File: src/rtl/div_sched_rr_if.sv
// Request/result bus of the shared round-robin divider.
// DIV_SCHED_DBZ_FLAG_EN adds the o_dbz divide-by-zero flag to the result side.
interface div_sched_rr_if #(
  parameter int NUM_REQ = 4,
  parameter int WIDTH   = 32,
  parameter int ID_W    = 2
);
  logic [NUM_REQ-1:0]       i_valid;
  logic [NUM_REQ-1:0]       i_ready;
  logic [NUM_REQ*WIDTH-1:0] i_payload_dividend;
  logic [NUM_REQ*WIDTH-1:0] i_payload_divisor;
  logic                     o_valid;
  logic                     o_ready;
  logic [WIDTH-1:0]         o_payload_1;
  logic [WIDTH-1:0]         o_payload_2;
  logic [ID_W-1:0]          o_id;
`ifdef DIV_SCHED_DBZ_FLAG_EN
  logic                     o_dbz;

  modport slave (
    input  i_valid, i_payload_dividend, i_payload_divisor, o_ready,
    output i_ready, o_valid, o_payload_1, o_payload_2, o_id, o_dbz
  );
  modport master (
    output i_valid, i_payload_dividend, i_payload_divisor, o_ready,
    input  i_ready, o_valid, o_payload_1, o_payload_2, o_id, o_dbz
  );
`else
  modport slave (
    input  i_valid, i_payload_dividend, i_payload_divisor, o_ready,
    output i_ready, o_valid, o_payload_1, o_payload_2, o_id
  );
  modport master (
    output i_valid, i_payload_dividend, i_payload_divisor, o_ready,
    input  i_ready, o_valid, o_payload_1, o_payload_2, o_id
  );
`endif
endinterface

File: src/rtl/div_sched_rr.sv
// One restoring unsigned divider (1 quotient bit/cycle) shared round-robin by NUM_REQ requesters.
// Optional DIV_SCHED_DBZ_FLAG_EN drives o_dbz alongside a divide-by-zero result.
module div_sched_rr #(
  parameter int NUM_REQ = 4,
  parameter int WIDTH   = 32,
  parameter int ID_W    = 2
) (
  input  logic            clk,
  input  logic            reset_n,
  div_sched_rr_if.slave   bus
);
  localparam int PTR_W = $clog2(NUM_REQ);
  localparam int CNT_W = $clog2(WIDTH + 1);

  typedef enum logic [1:0] {IDLE, RUN, DONE} state_e;

  state_e            state_q, state_d;
  logic [PTR_W-1:0]  ptr_q, ptr_d;
  logic [WIDTH-1:0]  dvd_q, dvd_d;   // dividend shifts out, quotient shifts in
  logic [WIDTH-1:0]  dsr_q, dsr_d;
  logic [WIDTH-1:0]  rem_q, rem_d;
  logic [CNT_W-1:0]  cnt_q, cnt_d;
  logic [ID_W-1:0]   id_q, id_d;
  logic              dbz_q, dbz_d;

  logic              grant_vld;
  logic [PTR_W-1:0]  grant_idx;
  logic [WIDTH-1:0]  sel_dvd, sel_dsr;
  logic [WIDTH:0]    rem_shift;
  logic [WIDTH-1:0]  rem_sub;
  logic              q_bit;

  // Round-robin search starting just after the last granted requester.
  always_comb begin
    int idx;
    grant_vld = 1'b0;
    grant_idx = '0;
    idx       = 0;
    for (int off = 1; off <= NUM_REQ; off++) begin
      idx = int'(ptr_q) + off;
      if (idx >= NUM_REQ) idx = idx - NUM_REQ;
      if (!grant_vld && bus.i_valid[PTR_W'(idx)]) begin
        grant_vld = 1'b1;
        grant_idx = PTR_W'(idx);
      end
    end
  end

  always_comb begin
    sel_dvd = '0;
    sel_dsr = '0;
    for (int k = 0; k < NUM_REQ; k++) begin
      if (grant_idx == PTR_W'(k)) begin
        sel_dvd = bus.i_payload_dividend[k*WIDTH +: WIDTH];
        sel_dsr = bus.i_payload_divisor[k*WIDTH +: WIDTH];
      end
    end
  end

  // The compare needs the bit shifted out of rem, hence WIDTH+1 bits.
  assign rem_shift = {rem_q, dvd_q[WIDTH-1]};
  assign q_bit     = (rem_shift >= {1'b0, dsr_q});
  assign rem_sub   = rem_shift[WIDTH-1:0] - dsr_q;

  // NOTE: async reset clears every register, datapath included, so outputs read 0 out of reset;
  // non-blocking assignments keep all registers updating from the same pre-edge values.
  always_ff @(posedge clk or negedge reset_n) begin
    if (!reset_n) begin
      state_q <= IDLE;
      ptr_q   <= PTR_W'(NUM_REQ - 1);
      dvd_q   <= '0;
      dsr_q   <= '0;
      rem_q   <= '0;
      cnt_q   <= '0;
      id_q    <= '0;
      dbz_q   <= 1'b0;
    end else begin
      state_q <= state_d;
      ptr_q   <= ptr_d;
      dvd_q   <= dvd_d;
      dsr_q   <= dsr_d;
      rem_q   <= rem_d;
      cnt_q   <= cnt_d;
      id_q    <= id_d;
      dbz_q   <= dbz_d;
    end
  end

  // NOTE: every _d gets its hold value first so no path leaves it unassigned (no latch).
  always_comb begin
    state_d = state_q;
    ptr_d   = ptr_q;
    dvd_d   = dvd_q;
    dsr_d   = dsr_q;
    rem_d   = rem_q;
    cnt_d   = cnt_q;
    id_d    = id_q;
    dbz_d   = dbz_q;
    case (state_q)
      IDLE: begin
        if (grant_vld) begin
          ptr_d = grant_idx;
          id_d  = ID_W'(grant_idx);
          dsr_d = sel_dsr;
          if (sel_dsr == '0) begin
            dvd_d   = '1;
            rem_d   = '1;
            dbz_d   = 1'b1;
            state_d = DONE;
          end else begin
            dvd_d   = sel_dvd;
            rem_d   = '0;
            dbz_d   = 1'b0;
            cnt_d   = CNT_W'(WIDTH);
            state_d = RUN;
          end
        end
      end
      RUN: begin
        rem_d = q_bit ? rem_sub : rem_shift[WIDTH-1:0];
        dvd_d = {dvd_q[WIDTH-2:0], q_bit};
        cnt_d = cnt_q - CNT_W'(1);
        if (cnt_q == CNT_W'(1)) state_d = DONE;
      end
      DONE: begin
        if (bus.o_ready) state_d = IDLE;
      end
      default: state_d = IDLE;
    endcase
  end

  always_comb begin
    bus.i_ready = '0;
    if (state_q == IDLE && grant_vld) bus.i_ready[grant_idx] = 1'b1;
    bus.o_valid = (state_q == DONE);
  end

  assign bus.o_payload_1 = dvd_q;
  assign bus.o_payload_2 = rem_q;
  assign bus.o_id        = id_q;
`ifdef DIV_SCHED_DBZ_FLAG_EN
  assign bus.o_dbz       = (state_q == DONE) && dbz_q;
`endif
endmodule

File: src/flat_wrapper.sv
// flat-port wrapper written by rule: the top's interface ports become plain ports
module div_sched_rr_flat 
#(
  parameter int NUM_REQ = 4,
  parameter int WIDTH   = 32,
  parameter int ID_W    = 2
)
  (clk, reset_n, bus_i_valid, bus_i_payload_dividend, bus_i_payload_divisor, bus_o_ready, bus_i_ready, bus_o_valid, bus_o_payload_1, bus_o_payload_2, bus_o_id);
  div_sched_rr_if #(.NUM_REQ(NUM_REQ), .WIDTH(WIDTH), .ID_W(ID_W)) bus_i ();
  input  logic clk;
  input  logic reset_n;
  input wire logic [$bits(bus_i.i_valid)-1:0] bus_i_valid;
  input wire logic [$bits(bus_i.i_payload_dividend)-1:0] bus_i_payload_dividend;
  input wire logic [$bits(bus_i.i_payload_divisor)-1:0] bus_i_payload_divisor;
  input wire logic [$bits(bus_i.o_ready)-1:0] bus_o_ready;
  output wire logic [$bits(bus_i.i_ready)-1:0] bus_i_ready;
  output wire logic [$bits(bus_i.o_valid)-1:0] bus_o_valid;
  output wire logic [$bits(bus_i.o_payload_1)-1:0] bus_o_payload_1;
  output wire logic [$bits(bus_i.o_payload_2)-1:0] bus_o_payload_2;
  output wire logic [$bits(bus_i.o_id)-1:0] bus_o_id;
  assign bus_i.i_valid = bus_i_valid;
  assign bus_i.i_payload_dividend = bus_i_payload_dividend;
  assign bus_i.i_payload_divisor = bus_i_payload_divisor;
  assign bus_i.o_ready = bus_o_ready;
  assign bus_i_ready = bus_i.i_ready;
  assign bus_o_valid = bus_i.o_valid;
  assign bus_o_payload_1 = bus_i.o_payload_1;
  assign bus_o_payload_2 = bus_i.o_payload_2;
  assign bus_o_id = bus_i.o_id;
  div_sched_rr #(.NUM_REQ(NUM_REQ), .WIDTH(WIDTH), .ID_W(ID_W)) u_core (.clk(clk), .reset_n(reset_n), .bus(bus_i));
endmodule
File: config.mk
export PLATFORM = sky130hd
export DESIGN_NAME = div_sched_rr_flat
export DESIGN_NICKNAME = d
export VERILOG_FILES = /design/src/rtl/div_sched_rr_if.sv /design/src/rtl/div_sched_rr.sv /design/src/flat_wrapper.sv
export SDC_FILE = /design/constraint.sdc
export NUM_CORES = 1
export LEC_CHECK = 0
export ABC_CLOCK_PERIOD_IN_PS = 2700
export BUFFER_PORTS_ARGS = -buffer_cell sky130_fd_sc_hd__clkbuf_2
export CAP_MARGIN = 20
export CELL_PAD_IN_SITES_DETAIL_PLACEMENT = 1
export CELL_PAD_IN_SITES_GLOBAL_PLACEMENT = 2
export CORE_MARGIN = 4
export CORE_UTILIZATION = 25
export DETAILED_ROUTE_END_ITERATION = 7
export GPL_TIMING_DRIVEN = 0
export PLACE_DENSITY = 0.86
export SETUP_SLACK_MARGIN = 0.05
export SYNTH_ARGS = -nofsm -noshare
export SYNTH_HDL_FRONTEND = slang
export SYNTH_SLANG_ARGS = --single-unit
File: constraint.sdc
create_clock -name clk -period 2.7 [get_ports clk]
set_input_delay 0.54 -clock clk [delete_from_list [all_inputs] [get_ports clk]]
set_output_delay 0.54 -clock clk [all_outputs]
set_load 0.02 [all_outputs]
==> reports/metrics.cfg <==
[logic_synthesis]
synth_nets=1497
synth_edf_count=0
yosysWarnings=0
synthCells=1199
synth_area_mm2=0.00938
synthFlopType=dfrtp_1
synth_seq_cells=108
yosysSeqAreaShare_pct=28.8
synth_async_sr_flop_share_pct=100
syn_area_per_cell_um2=7.82
yosys.cell_types.count=73

[pwr]
p_comb_share_pct=77.8
peakVddDrop_uv=631
swShare_pct=51.9
leakagePower_nw=6.64
finalPower_mw=21.6
power_frac_seq_pct=15.9
clkPwrFrac_pct=6.3
power_density_mw_per_mm2=1480
switching_power_mw=11.2
intPower_mw=10.4

[clock_tree]
htree_levels=3
cts.sink_count=108
cts-buffers-inserted=9
root_buffer=clkbuf_16
path_clk_slew_ns=0.08
worstSkewPairLatency_ns=0.36
clock_path_buffers=2
postCtsHoldBufs=0
cts_tree=yes

[setup_path]
critPathMostFrequentCell=buf_8
rr_startpoint=u_core.ptr_q[1]
critPathCaptureType=flip-flop
cp.required_ns=2.97
slowest_delay_ns=0.54
crit_arrival_ns=3.52
path_cells=buf_8, mux2i_4, buf_4, a2bb2oi_4, clkbuf_16, buf_12, a221oi_4, o22ai_2, nor4_2, nand4_2, buf_6, or2_4, buf_8, o211ai_1
r2r_setup_slack_ns=-0.55
regToRegEndpoint=u_core.bus.o_payload_2[28]
critPathTopFamily=buffers and inverters
worstPathMaxFanout=10
crit_slowest_cell=dfstp_2
cp.buffers_inverters=6
rr_worst_depth=14
cp-start-kind=flip-flop
crit_type=reg2reg

[grt]
grt_start_max_net_pins=109
grt_pass1_wl_um=74600
grt_use_total_pct=23.4
grt_pass1_vias=12000
overflow=0
grt_antenna_before_repair=0

[finish]
final_layout_size_suffix_gt1_share_pct=43.3
fin_cells=2080
syn_to_final_growth_pct=56.0
diodes=0
fin_util_pct=39.8
fin_nets=1905

[timing]
fmax_mhz=308
relSlewSlack_pct=42.7
maxSlewViolCount=0
clock_skew_ns=0.0130
worst_pin_slew_ns=0.859
tns_ns=-36.05
period_needed_ns=3.25
setup_viol=76
worst_slack_ns=-0.548
hold_viol_final=0
post-route-period-util_pct=120
rsz0062_at_grt=true

[placed_design]
dp.cells=2001
portBuffers=333
post-dp-hpwl_um=38500
gp_congestion=0.909

[run_status]
run_status=finished, violations left
violations=setup timing

[die]
die_y_um=202
core_mm2=0.0368
pin_count=334
start_util_pct=25.5
dieWidth_um=202
rows=70
die_area_mm2=0.0407

[job]
cap_violations=0

[detailed_routing]
wirelength_um=50400
wl_per_cell_um=24.2
vias=11400
first_pass_iters=5
viasPerCell=5.49
post-route-drc-count=0
drtAntennaViolNets=0
drtIter0Drc=677

[hold_path]
min_path_type=in2async

[how the worst max path moves through the flow]
| stage | depth (start not counted) | slack, ns | end | start |
|---|---|---|---|---|
| after global routing | 14 | -0.69 | u_core.bus.o_payload_1[31] | u_core.ptr_q[1] |
| after floorplan | 12 | -0.17 | u_core.bus.o_payload_2[13] | u_core.bus.o_payload_2[12] |
| after CTS | 15 | -0.50 | u_core.bus.o_payload_1[7] | u_core.ptr_q[1] |
| after detailed placement | 12 | -1.30 | u_core.bus.o_payload_2[0] | bus_i_valid[3] |
| after global placement | 12 | -1.18 | u_core.bus.o_payload_2[0] | bus_i_valid[3] |
| final | 14 | -0.55 | u_core.bus.o_payload_2[28] | u_core.ptr_q[1] |
[cell usage after synthesis (7+ instances only)]
cell type / n / share of area (%)
xnor2_1: 19 / 1.8
a311oi_1: 64 / 6.0
xor2_1: 10 / 0.93
a211oi_1: 11 / 0.88
a2111oi_0: 27 / 2.5
a31oi_1: 33 / 2.2
nand3_1: 22 / 1.2
a21o_1: 18 / 1.4
o211ai_1: 19 / 1.5
a21oi_1: 39 / 2.1
o21ai_1: 7 / 0.37
buf_2: 16 / 0.85
inv_1: 106 / 4.2
o21ai_0: 13 / 0.69
nand2b_1: 8 / 0.53
nor2_1: 42 / 1.7
clkbuf_1: 71 / 2.8
o31ai_1: 33 / 2.6
and3_1: 27 / 1.8
o22ai_1: 18 / 1.2
nand2_1: 260 / 10
dfrtp_1: 106 / 28
ha_1: 34 / 4.5
buf_1: 12 / 0.48
o221ai_2: 25 / 4.0
a22oi_1: 20 / 1.6
nor3_1: 10 / 0.53
a221oi_1: 35 / 3.3
[layout by cell type, fill, tap and decap left out, drive strengths merged, types with 4 or more instances in the layout]
cell,netlist,final
a2111oi,33,33
a211o,4,4
a211oi,16,16
a21o,18,18
a21oi,40,40
a221oi,35,35
a22oi,20,20
a311oi,64,64
a31oi,33,33
and3,27,27
buf,39,111
clkbuf,72,408
dfrtp,106,106
ha,34,34
inv,106,108
nand2,261,261
nand2b,9,9
nand3,22,22
nand4,6,6
nor2,43,43
nor2b,6,6
nor3,10,10
nor3b,4,4
nor4,6,6
o211ai,19,19
o21ai,20,20
o221ai,27,27
o22ai,18,18
o31ai,33,33
xnor2,19,19
xor2,10,10
[kinds of logic after synthesis]
group,after synthesis,synth area share (%)
xor+xnor,29,2.71
flops,108,28.8
fa+ha+maj,35,4.75
buf+inv,217,9.83
mux,3,0.320
compound gates,404,34.6
simple gates,403,18.9
[final cells by class]
type	instances	area (um2)
Buffer	107	900
Timing Repair Buffer	401	2330
Fill cell	4411	22200
Inverter	106	398
Tap cell	468	586
Clock inverter	5	45.0
Clock buffer	11	243
Multi-Input combinational cell	874	7420
Sequential cell	108	2710
[power groups by stage]
stage	Combinational, mW	Clock (mW)	Sequential, mW
floorplan	8.95	0	3.73
global placement	13.0	0	3.40
detailed placement	13.3	0	3.44
CTS	15.8	1.38	3.43
global route	18.1	1.45	3.55
finish	16.8	1.36	3.44
[metal layers]
layer  GRT usage [%]  vias to the layer above  wire, um
met5               0                        -         0
li1                -                     5271         -
met4            5.32                        0      1070
met3            2.93                       61      2390
met1            31.8                     5719     22200
met2            39.8                      374     24800
[worst reg2reg max path, cell delays in order, from the launching register on]
cell	delay, ns
dfstp_2	0.54
buf_8	0.13
mux2i_4	0.08
buf_4	0.15
a2bb2oi_4	0.20
clkbuf_16	0.19
buf_12	0.15
a221oi_4	0.38
o22ai_2	0.16
nor4_2	0.35
nand4_2	0.12
buf_6	0.17
or2_4	0.27
buf_8	0.16
o211ai_1	0.11
[registers in the layout (all words and copies together), names as in the netlist]
signal and cells:
u_core.bus.o_payload_1 32, u_core.bus.o_payload_2 32, u_core.dsr_q 32, u_core.cnt_q 6
u_core.bus.o_id 2, u_core.ptr_q 2, u_core.state_q 2
[through the flow]
stage	hold slack (ns)	instance area [um2]	setup slack [ns]
finish	0.260	14600	-0.548
global route	0.304	14600	-0.687
CTS	0.281	14100	-0.495
detailed placement	0.474	12200	-1.30
global placement	0.469	12200	-1.18
floorplan	0.244	9950	-0.168
[what timing repair did]
item	in CTS	in global routing
setup buffers	46	17
pin swaps	34	57
endpoints found under the setup margin	111	96
gates resized for setup	207	78
gates cloned	4	1
(Power assumes the default switching activity.)
